<file path="src/rtl/wb_pkg.sv">
`default_nettype none
// ============================================================================
// Module      : wb_pkg
// Description : Shared types and defaults for the register-file write-back
//               front end.
//               - Default data/address widths, FIFO depth and starvation limit
//               - ZERO_REG : architectural zero register (writes discarded)
//               - wb_entry_t : {addr, data} write record at default widths
// Revision    : 1.0 - initial release
// ============================================================================
package wb_pkg;

    localparam int WB_DATA_WIDTH   = 32;
    localparam int WB_ADDR_WIDTH   = 5;
    localparam int WB_FIFO_DEPTH   = 4;
    localparam int WB_STARVE_LIMIT = 8;

    localparam logic [WB_ADDR_WIDTH-1:0] ZERO_REG = '0;

    typedef struct packed {
        logic [WB_ADDR_WIDTH-1:0] addr;
        logic [WB_DATA_WIDTH-1:0] data;
    } wb_entry_t;

endpackage : wb_pkg
`default_nettype wire

</file>
<file path="src/rtl/wb_fifo.sv">
`default_nettype none
// ============================================================================
// Module      : wb_fifo
// Description : Circular buffer holding pending load write records.
//               Content-agnostic: the entry type is a type parameter so the
//               top level can size the record to its own widths.
// Ports       : clk, rst         - clock, synchronous active-high reset
//               i_push/i_push_entry - write one entry (ignored when full)
//               i_pop            - drop the head entry (ignored when empty)
//               o_head           - current oldest entry
//               o_count          - number of valid entries
//               o_full/o_empty   - occupancy flags
//               o_entries        - raw storage, for associative lookup
//               o_wr_ptr         - next write slot (newest entry = o_wr_ptr-1)
// Revision    : 1.0 - initial release
// ============================================================================
module wb_fifo
    import wb_pkg::*;
#(
    parameter int  DEPTH   = WB_FIFO_DEPTH,
    parameter type ENTRY_T = wb_entry_t
) (
    input  logic                     clk,
    input  logic                     rst,
    input  logic                     i_push,
    input  ENTRY_T                   i_push_entry,
    input  logic                     i_pop,
    output ENTRY_T                   o_head,
    output logic [$clog2(DEPTH):0]   o_count,
    output logic                     o_full,
    output logic                     o_empty,
    output ENTRY_T [DEPTH-1:0]       o_entries,
    output logic [$clog2(DEPTH)-1:0] o_wr_ptr
);

    localparam int PTR_W = $clog2(DEPTH);
    localparam int CNT_W = PTR_W + 1;
    localparam logic [CNT_W-1:0] c_depth = CNT_W'(DEPTH);

    ENTRY_T [DEPTH-1:0] r_mem;
    logic   [PTR_W-1:0] r_wr_ptr;
    logic   [PTR_W-1:0] r_rd_ptr;
    logic   [CNT_W-1:0] r_count;

    logic w_push;
    logic w_pop;

    assign w_push = i_push && !o_full;
    assign w_pop  = i_pop && !o_empty;

    assign o_full    = (r_count == c_depth);
    assign o_empty   = (r_count == '0);
    assign o_count   = r_count;
    assign o_head    = r_mem[r_rd_ptr];
    assign o_entries = r_mem;
    assign o_wr_ptr  = r_wr_ptr;

    // Storage is not reset: occupancy is tracked by r_count alone, and every
    // consumer of the raw entries qualifies them against it.
    always_ff @(posedge clk) begin
        if (w_push) begin
            r_mem[r_wr_ptr] <= i_push_entry;
        end
    end

    // Pointer width equals log2(DEPTH), so increments wrap naturally.
    always_ff @(posedge clk) begin
        if (rst) begin
            r_wr_ptr <= '0;
            r_rd_ptr <= '0;
            r_count  <= '0;
        end else begin
            if (w_push) begin
                r_wr_ptr <= r_wr_ptr + PTR_W'(1);
            end
            if (w_pop) begin
                r_rd_ptr <= r_rd_ptr + PTR_W'(1);
            end
            unique case ({w_push, w_pop})
                2'b10:   r_count <= r_count + CNT_W'(1);
                2'b01:   r_count <= r_count - CNT_W'(1);
                default: r_count <= r_count;
            endcase
        end
    end

endmodule : wb_fifo
`default_nettype wire

</file>
<file path="src/rtl/regfile_writeback.sv">
`default_nettype none
// ============================================================================
// Module      : regfile_writeback
// Description : Merges ALU results and buffered load results onto the single
//               register-file write port. ALU wins by default; a starvation
//               counter forces a load pop when the FIFO has been ignored for
//               STARVE_LIMIT cycles. A combinational bypass exposes writes
//               that are accepted but not yet committed.
// Ports       : clk, rst                         - clock, sync active-high reset
//               alu_valid/alu_ready/alu_addr/alu_data - ALU result handshake
//               mem_valid/mem_ready/mem_addr/mem_data - load result handshake
//               wr_en/wr_addr/wr_data            - registered write port
//               byp_addr/byp_hit/byp_data        - pending-write lookup
// Revision    : 1.0 - initial release
// ============================================================================
module regfile_writeback
    import wb_pkg::*;
#(
    parameter int DATA_WIDTH   = WB_DATA_WIDTH,
    parameter int ADDR_WIDTH   = WB_ADDR_WIDTH,
    parameter int FIFO_DEPTH   = WB_FIFO_DEPTH,
    parameter int STARVE_LIMIT = WB_STARVE_LIMIT
) (
    input  logic                  clk,
    input  logic                  rst,
    input  logic                  alu_valid,
    output logic                  alu_ready,
    input  logic [ADDR_WIDTH-1:0] alu_addr,
    input  logic [DATA_WIDTH-1:0] alu_data,
    input  logic                  mem_valid,
    output logic                  mem_ready,
    input  logic [ADDR_WIDTH-1:0] mem_addr,
    input  logic [DATA_WIDTH-1:0] mem_data,
    output logic                  wr_en,
    output logic [ADDR_WIDTH-1:0] wr_addr,
    output logic [DATA_WIDTH-1:0] wr_data,
    input  logic [ADDR_WIDTH-1:0] byp_addr,
    output logic                  byp_hit,
    output logic [DATA_WIDTH-1:0] byp_data
);

    localparam int PTR_W = $clog2(FIFO_DEPTH);
    localparam int CNT_W = PTR_W + 1;
    localparam int STV_W = $clog2(STARVE_LIMIT + 1);

    localparam logic [ADDR_WIDTH-1:0] c_zero_addr    = ADDR_WIDTH'(ZERO_REG);
    localparam logic [STV_W-1:0]      c_starve_limit = STV_W'(STARVE_LIMIT);

    // Write record sized to this instance's widths.
    typedef struct packed {
        logic [ADDR_WIDTH-1:0] addr;
        logic [DATA_WIDTH-1:0] data;
    } entry_t;

    entry_t                  w_push_entry;
    entry_t                  w_head;
    entry_t [FIFO_DEPTH-1:0] w_entries;
    logic   [CNT_W-1:0]      w_count;
    logic   [PTR_W-1:0]      w_wr_ptr;
    logic                    w_full;
    logic                    w_empty;
    logic                    w_push;
    logic                    w_pop;
    logic                    w_alu_wr;
    logic   [PTR_W-1:0]      w_idx;

    logic                    r_force;
    logic   [STV_W-1:0]      r_starve_cnt;
    logic                    r_wr_en;
    logic   [ADDR_WIDTH-1:0] r_wr_addr;
    logic   [DATA_WIDTH-1:0] r_wr_data;

    // ------------------------------------------------------------------
    // Handshakes. A full FIFO refuses loads even if it pops this cycle,
    // keeping mem_ready free of any path from the arbitration decision.
    // ------------------------------------------------------------------
    assign mem_ready = !rst && !w_full;
    assign alu_ready = !rst && !r_force;

    // Loads to the zero register are accepted and dropped.
    assign w_push       = mem_valid && mem_ready && (mem_addr != c_zero_addr);
    assign w_push_entry = '{addr: mem_addr, data: mem_data};

    // ALU owns the port only when it carries a real write; an ALU write to
    // the zero register leaves the port free for a load pop. While force is
    // set alu_ready is low, so w_alu_wr is low and the head is popped.
    assign w_alu_wr = alu_valid && alu_ready && (alu_addr != c_zero_addr);
    assign w_pop    = !w_empty && !w_alu_wr;

    wb_fifo #(
        .DEPTH   (FIFO_DEPTH),
        .ENTRY_T (entry_t)
    ) u_fifo (
        .clk          (clk),
        .rst          (rst),
        .i_push       (w_push),
        .i_push_entry (w_push_entry),
        .i_pop        (w_pop),
        .o_head       (w_head),
        .o_count      (w_count),
        .o_full       (w_full),
        .o_empty      (w_empty),
        .o_entries    (w_entries),
        .o_wr_ptr     (w_wr_ptr)
    );

    // ------------------------------------------------------------------
    // Starvation tracking. The counter saturates at the limit; force is
    // raised one edge after the limit is observed and dropped by the pop
    // it causes.
    // ------------------------------------------------------------------
    always_ff @(posedge clk) begin
        if (rst) begin
            r_starve_cnt <= '0;
            r_force      <= 1'b0;
        end else begin
            if (w_empty || w_pop) begin
                r_starve_cnt <= '0;
            end else if (r_starve_cnt != c_starve_limit) begin
                r_starve_cnt <= r_starve_cnt + STV_W'(1);
            end

            if (r_force && w_pop) begin
                r_force <= 1'b0;
            end else if ((r_starve_cnt == c_starve_limit) && !w_pop) begin
                r_force <= 1'b1;
            end
        end
    end

    // ------------------------------------------------------------------
    // Output register. Address/data hold when idle; only wr_en drops.
    // ------------------------------------------------------------------
    always_ff @(posedge clk) begin
        if (rst) begin
            r_wr_en   <= 1'b0;
            r_wr_addr <= '0;
            r_wr_data <= '0;
        end else if (w_pop) begin
            r_wr_en   <= 1'b1;
            r_wr_addr <= w_head.addr;
            r_wr_data <= w_head.data;
        end else if (w_alu_wr) begin
            r_wr_en   <= 1'b1;
            r_wr_addr <= alu_addr;
            r_wr_data <= alu_data;
        end else begin
            r_wr_en   <= 1'b0;
        end
    end

    assign wr_en   = r_wr_en;
    assign wr_addr = r_wr_addr;
    assign wr_data = r_wr_data;

    // ------------------------------------------------------------------
    // Bypass. Later assignments override earlier ones, so the output
    // register is considered first (oldest), then FIFO slots from oldest
    // to newest; the newest matching pending value wins.
    // ------------------------------------------------------------------
    always_comb begin
        byp_hit  = 1'b0;
        byp_data = '0;
        w_idx    = '0;

        if (r_wr_en && (r_wr_addr == byp_addr)) begin
            byp_hit  = 1'b1;
            byp_data = r_wr_data;
        end

        // k is age from the newest entry: k = 0 is the slot just written.
        for (int k = FIFO_DEPTH - 1; k >= 0; k--) begin
            w_idx = w_wr_ptr - PTR_W'(1) - PTR_W'(k);
            if ((CNT_W'(k) < w_count) && (w_entries[w_idx].addr == byp_addr)) begin
                byp_hit  = 1'b1;
                byp_data = w_entries[w_idx].data;
            end
        end

        if (byp_addr == c_zero_addr) begin
            byp_hit  = 1'b0;
            byp_data = '0;
        end
    end

endmodule : regfile_writeback
`default_nettype wire

</file>
<file path="config.mk">
export PLATFORM = sky130hd
export DESIGN_NAME = regfile_writeback
export DESIGN_NICKNAME = d
export VERILOG_FILES = /design/src/rtl/wb_pkg.sv /design/src/rtl/wb_fifo.sv /design/src/rtl/regfile_writeback.sv
export SDC_FILE = /design/constraint.sdc
export NUM_CORES = 1
export LEC_CHECK = 0
export ABC_AREA = 1
export CAP_MARGIN = 20
export CORE_MARGIN = 4
export CORE_UTILIZATION = 45
export DETAILED_ROUTE_END_ITERATION = 8
export PLACE_DENSITY = 0.69
export REMOVE_ABC_BUFFERS = 1
export SLEW_MARGIN = 20
export SYNTH_ARGS = -nofsm -noshare
export SYNTH_HDL_FRONTEND = slang
export SYNTH_SLANG_ARGS = --single-unit
</file>
<file path="constraint.sdc">
create_clock -name clk -period 4.2 [get_ports clk]
set_clock_uncertainty 0.2 [all_clocks]
set_input_delay 0.42 -clock clk [delete_from_list [all_inputs] [get_ports clk]]
set_output_delay 0.42 -clock clk [all_outputs]
set_load 0.01 [all_outputs]
</file>
==> impl_metrics.ini <==
[power]
fin_total_pwr_mw = 7.58
leakagePower_nw = 7.04
p_per_area_mw_per_mm2 = 472
vdd.ir_drop.worst_mv = 0.288

[logic_synthesis]
synth-edff-count = 148
async_flop_share_pct = 0
syn-cell-area_mm2 = 0.0135
ys_types = 37
synth.area.top_cells = edfxtp_1 33%, nand2_1 17%, o21ai_0 15%
synth_flop_cell = edfxtp_1
yosys.area.top_type = edfxtp_1
syn_avg_cell_area_um2 = 6.82
ys_seq_elements = 198
synth_most_common_cell = nand2_1
synth_common_cells = 605 x nand2_1, 397 x o21ai_0, 179 x inv_1
syn_inst = 1980
yosysSeqAreaShare_pct = 40.3
synth_warnings = 0
netlist.area_leader.share_pct = 32.9

[detailed_routing]
firstDrtPassIters = 6
drtIter0Drc = 1223
ant_nets = 0
wire_per_inst_um = 17.4
dr_total_vias = 13500
drc = 0
vias_per_cell = 5.47
wl_um = 42900

[finish]
multi_input_area_mm2 = 0.00675
syn_to_final_growth_pct = 18.8
finalNetCount = 2154
drive_gt1_share_pct = 6.42
ff_latch_area_mm2 = 0.00545
final_cells = 2464
fillers = 2817
post-route-util_pct = 54.2

[timing]
slew_violations = 0
relSlewSlack_pct = 34.8
layout_worst_path_cycle_share_pct = 95.3
setup_viol = 0
fmax_mhz = 250
worstMarginPinSlew_ns = 0.976
min_period_ns = 4.00
hold_viol = 0

[run]
drv_cap = 0

[placement]
place_congestion = 0.905
place_inst = 2425
portBuffers = 155
dp_hpwl_um = 27100

[setup_path]
worstSetupStartpointType = flip-flop
path_max_fanout = 23
slowest_stage = clkdlybuf4s50_1
worst_path_largest_cell_delay_ns = 0.54
worstPathRequired_ns = 3.58
crit_family = buffers and inverters
path_buf_inv = 6
cp_data_arrival_time_ns = 3.38
worst_setup_path_end_kind = output port
crit_path_cell_trace = inv_1, ha_4, inv_4, buf_4, nand2_1, o21ai_1, xor2_1, nor2_1, nand3_2, inv_8, buf_4, nor2_1, a21oi_2, clkdlybuf4s50_1
critPathKind = flip-flop to output port

[clock_network]
tritoncts = built
cts_made_buffers = 17
ctsHoldBuffers = 0
htree_levels = 4
cts.path.max_buffers = 2
insertion_delay_ns = 0.45
root_buffer = clkbuf_16
clk_pin_slew_ns = 0.08
cts_sinks = 198

[floorplanning]
io_pins = 156
die_w_um = 181
core_area_mm2 = 0.0296
start_util_pct = 45.6
die-area_mm2 = 0.0329
rows = 63
die_height_um = 181

[hold_path]
min_path_type = flip-flop to flip-flop

[run_status]
outcome = finished clean

[global_routing]
grt.total_usage_pct = 25.3
grt_max_degree = 144
antenna_found_initial = 0
grt_pass1_vias = 12500
grt_overflow = 0
grt_pass1_wl_um = 66700
[kinds of logic (layout without fill, tap and decap cells)]
kind of cell    count (synthesis)  in the layout  synth area share (%)
xor+xnor                       10             10                 0.648
fa+ha+maj                      11             11                  1.02
flops                         198            198                  40.3
simple gates                  846            846                  24.6
other cells                     0              1                     0
buf+inv                       323            416                  10.3
mux                             2              2                 0.148
compound gates                590            590                  23.0
[registers in the layout, summed over array words and instances, names as in the netlist]
| register | count |
|---|---|
| wr_en | 1 |
| u_fifo.o_count | 3 |
| u_fifo.o_entries | 148 |
| r_starve_cnt | 4 |
| wr_data | 32 |
| u_fifo.o_wr_ptr | 2 |
| r_force | 1 |
| u_fifo.r_rd_ptr | 2 |
| wr_addr | 5 |
[worst reg2reg max path, delay by kind of cell (launching register included)]
family                   cells  cell delay [ns]
AND/OR/NAND/NOR              3             0.95
buffers and inverters        3             0.75
AO/OA/AOI/OAI                1             0.25
flip-flops                   1             0.37
adder cells (fa/ha/maj)      1             0.23
[repair_timing]
item | in CTS | in global routing
cloned | 1 | 1
resized for setup | 8 | 26
endpoints found under the setup margin | 33 | 33
pin swaps | 0 | 1
setup buffers | 2 | 2
[cell usage in the layout (no fill, tap or decap), types with 3 or more instances in the layout]
| cell type | instances |
|---|---|
| nand2_1 | 605 |
| inv_1 | 177 |
| xor2_1 | 9 |
| nor3_1 | 3 |
| buf_4 | 23 |
| nand3_2 | 3 |
| nand3_1 | 59 |
| nor2_1 | 155 |
| a21oi_2 | 31 |
| o21ai_1 | 41 |
| ha_1 | 10 |
| inv_2 | 4 |
| buf_12 | 9 |
| edfxtp_1 | 148 |
| o22ai_1 | 5 |
| inv_6 | 4 |
| dfxtp_1 | 47 |
| nor2_4 | 5 |
| dlymetal6s2s_1 | 13 |
| buf_6 | 6 |
| o211ai_1 | 8 |
| nor2_2 | 4 |
| clkbuf_16 | 18 |
| o21ai_0 | 396 |
| a21oi_1 | 106 |
| clkdlybuf4s50_1 | 142 |
| clkinv_1 | 4 |
[metal layers]
| metal | global-route usage (%) | share of wire [%] |
|---|---|---|
| met1 | 32.8 | 42 |
| met2 | 42.2 | 46 |
| met4 | 10.1 | 3.7 |
| met3 | 4.07 | 8.1 |
| met5 | 0 | 0 |
[metrics by stage]
step	setup TNS, ns	setup WS [ns]	instance area, µm²	hold slack [ns]
detailed placement	0	0.325	15300	0.302
global route	-0.00436	-0.00436	16100	0.332
CTS	0	0.0284	15900	0.313
floorplan	-540.55	-6.01	12800	0.269
finish	0	0.197	16100	0.307
global placement	0	0.369	15300	0.289
[final timing paths]
check        depth (start not counted)                from  slack, ns               endpoint
max                                 14  u_fifo.o_wr_ptr[1]       0.20            byp_data[2]
max reg2reg                          8   u_fifo.o_count[0]       1.12  u_fifo.o_entries[118]
min                                  2         wr_data[28]       0.31            wr_data[28]
min reg2reg                          2         wr_data[28]       0.31            wr_data[28]
[layout make-up]
type	instances	area share, %
Sequential cell	198	34.0
Tap cell	390	3.04
Timing Repair inverter	1	0.0390
Inverter	186	4.41
Clock buffer	19	2.70
Antenna cell	1	0.0156
Multi-Input combinational cell	1459	42.1
Timing Repair Buffer	197	13.0
Clock inverter	13	0.764
[power breakdown]
part,leakage [nW],total [mW],switching [mW],internal (mW)
Clock,0.268,1.61,0.783,0.828
Combinational,5.01,3.33,2.09,1.24
Sequential,1.76,2.64,0.298,2.34
Total,7.04,7.58,3.17,4.41
Power figures use the tool's default switching activity.
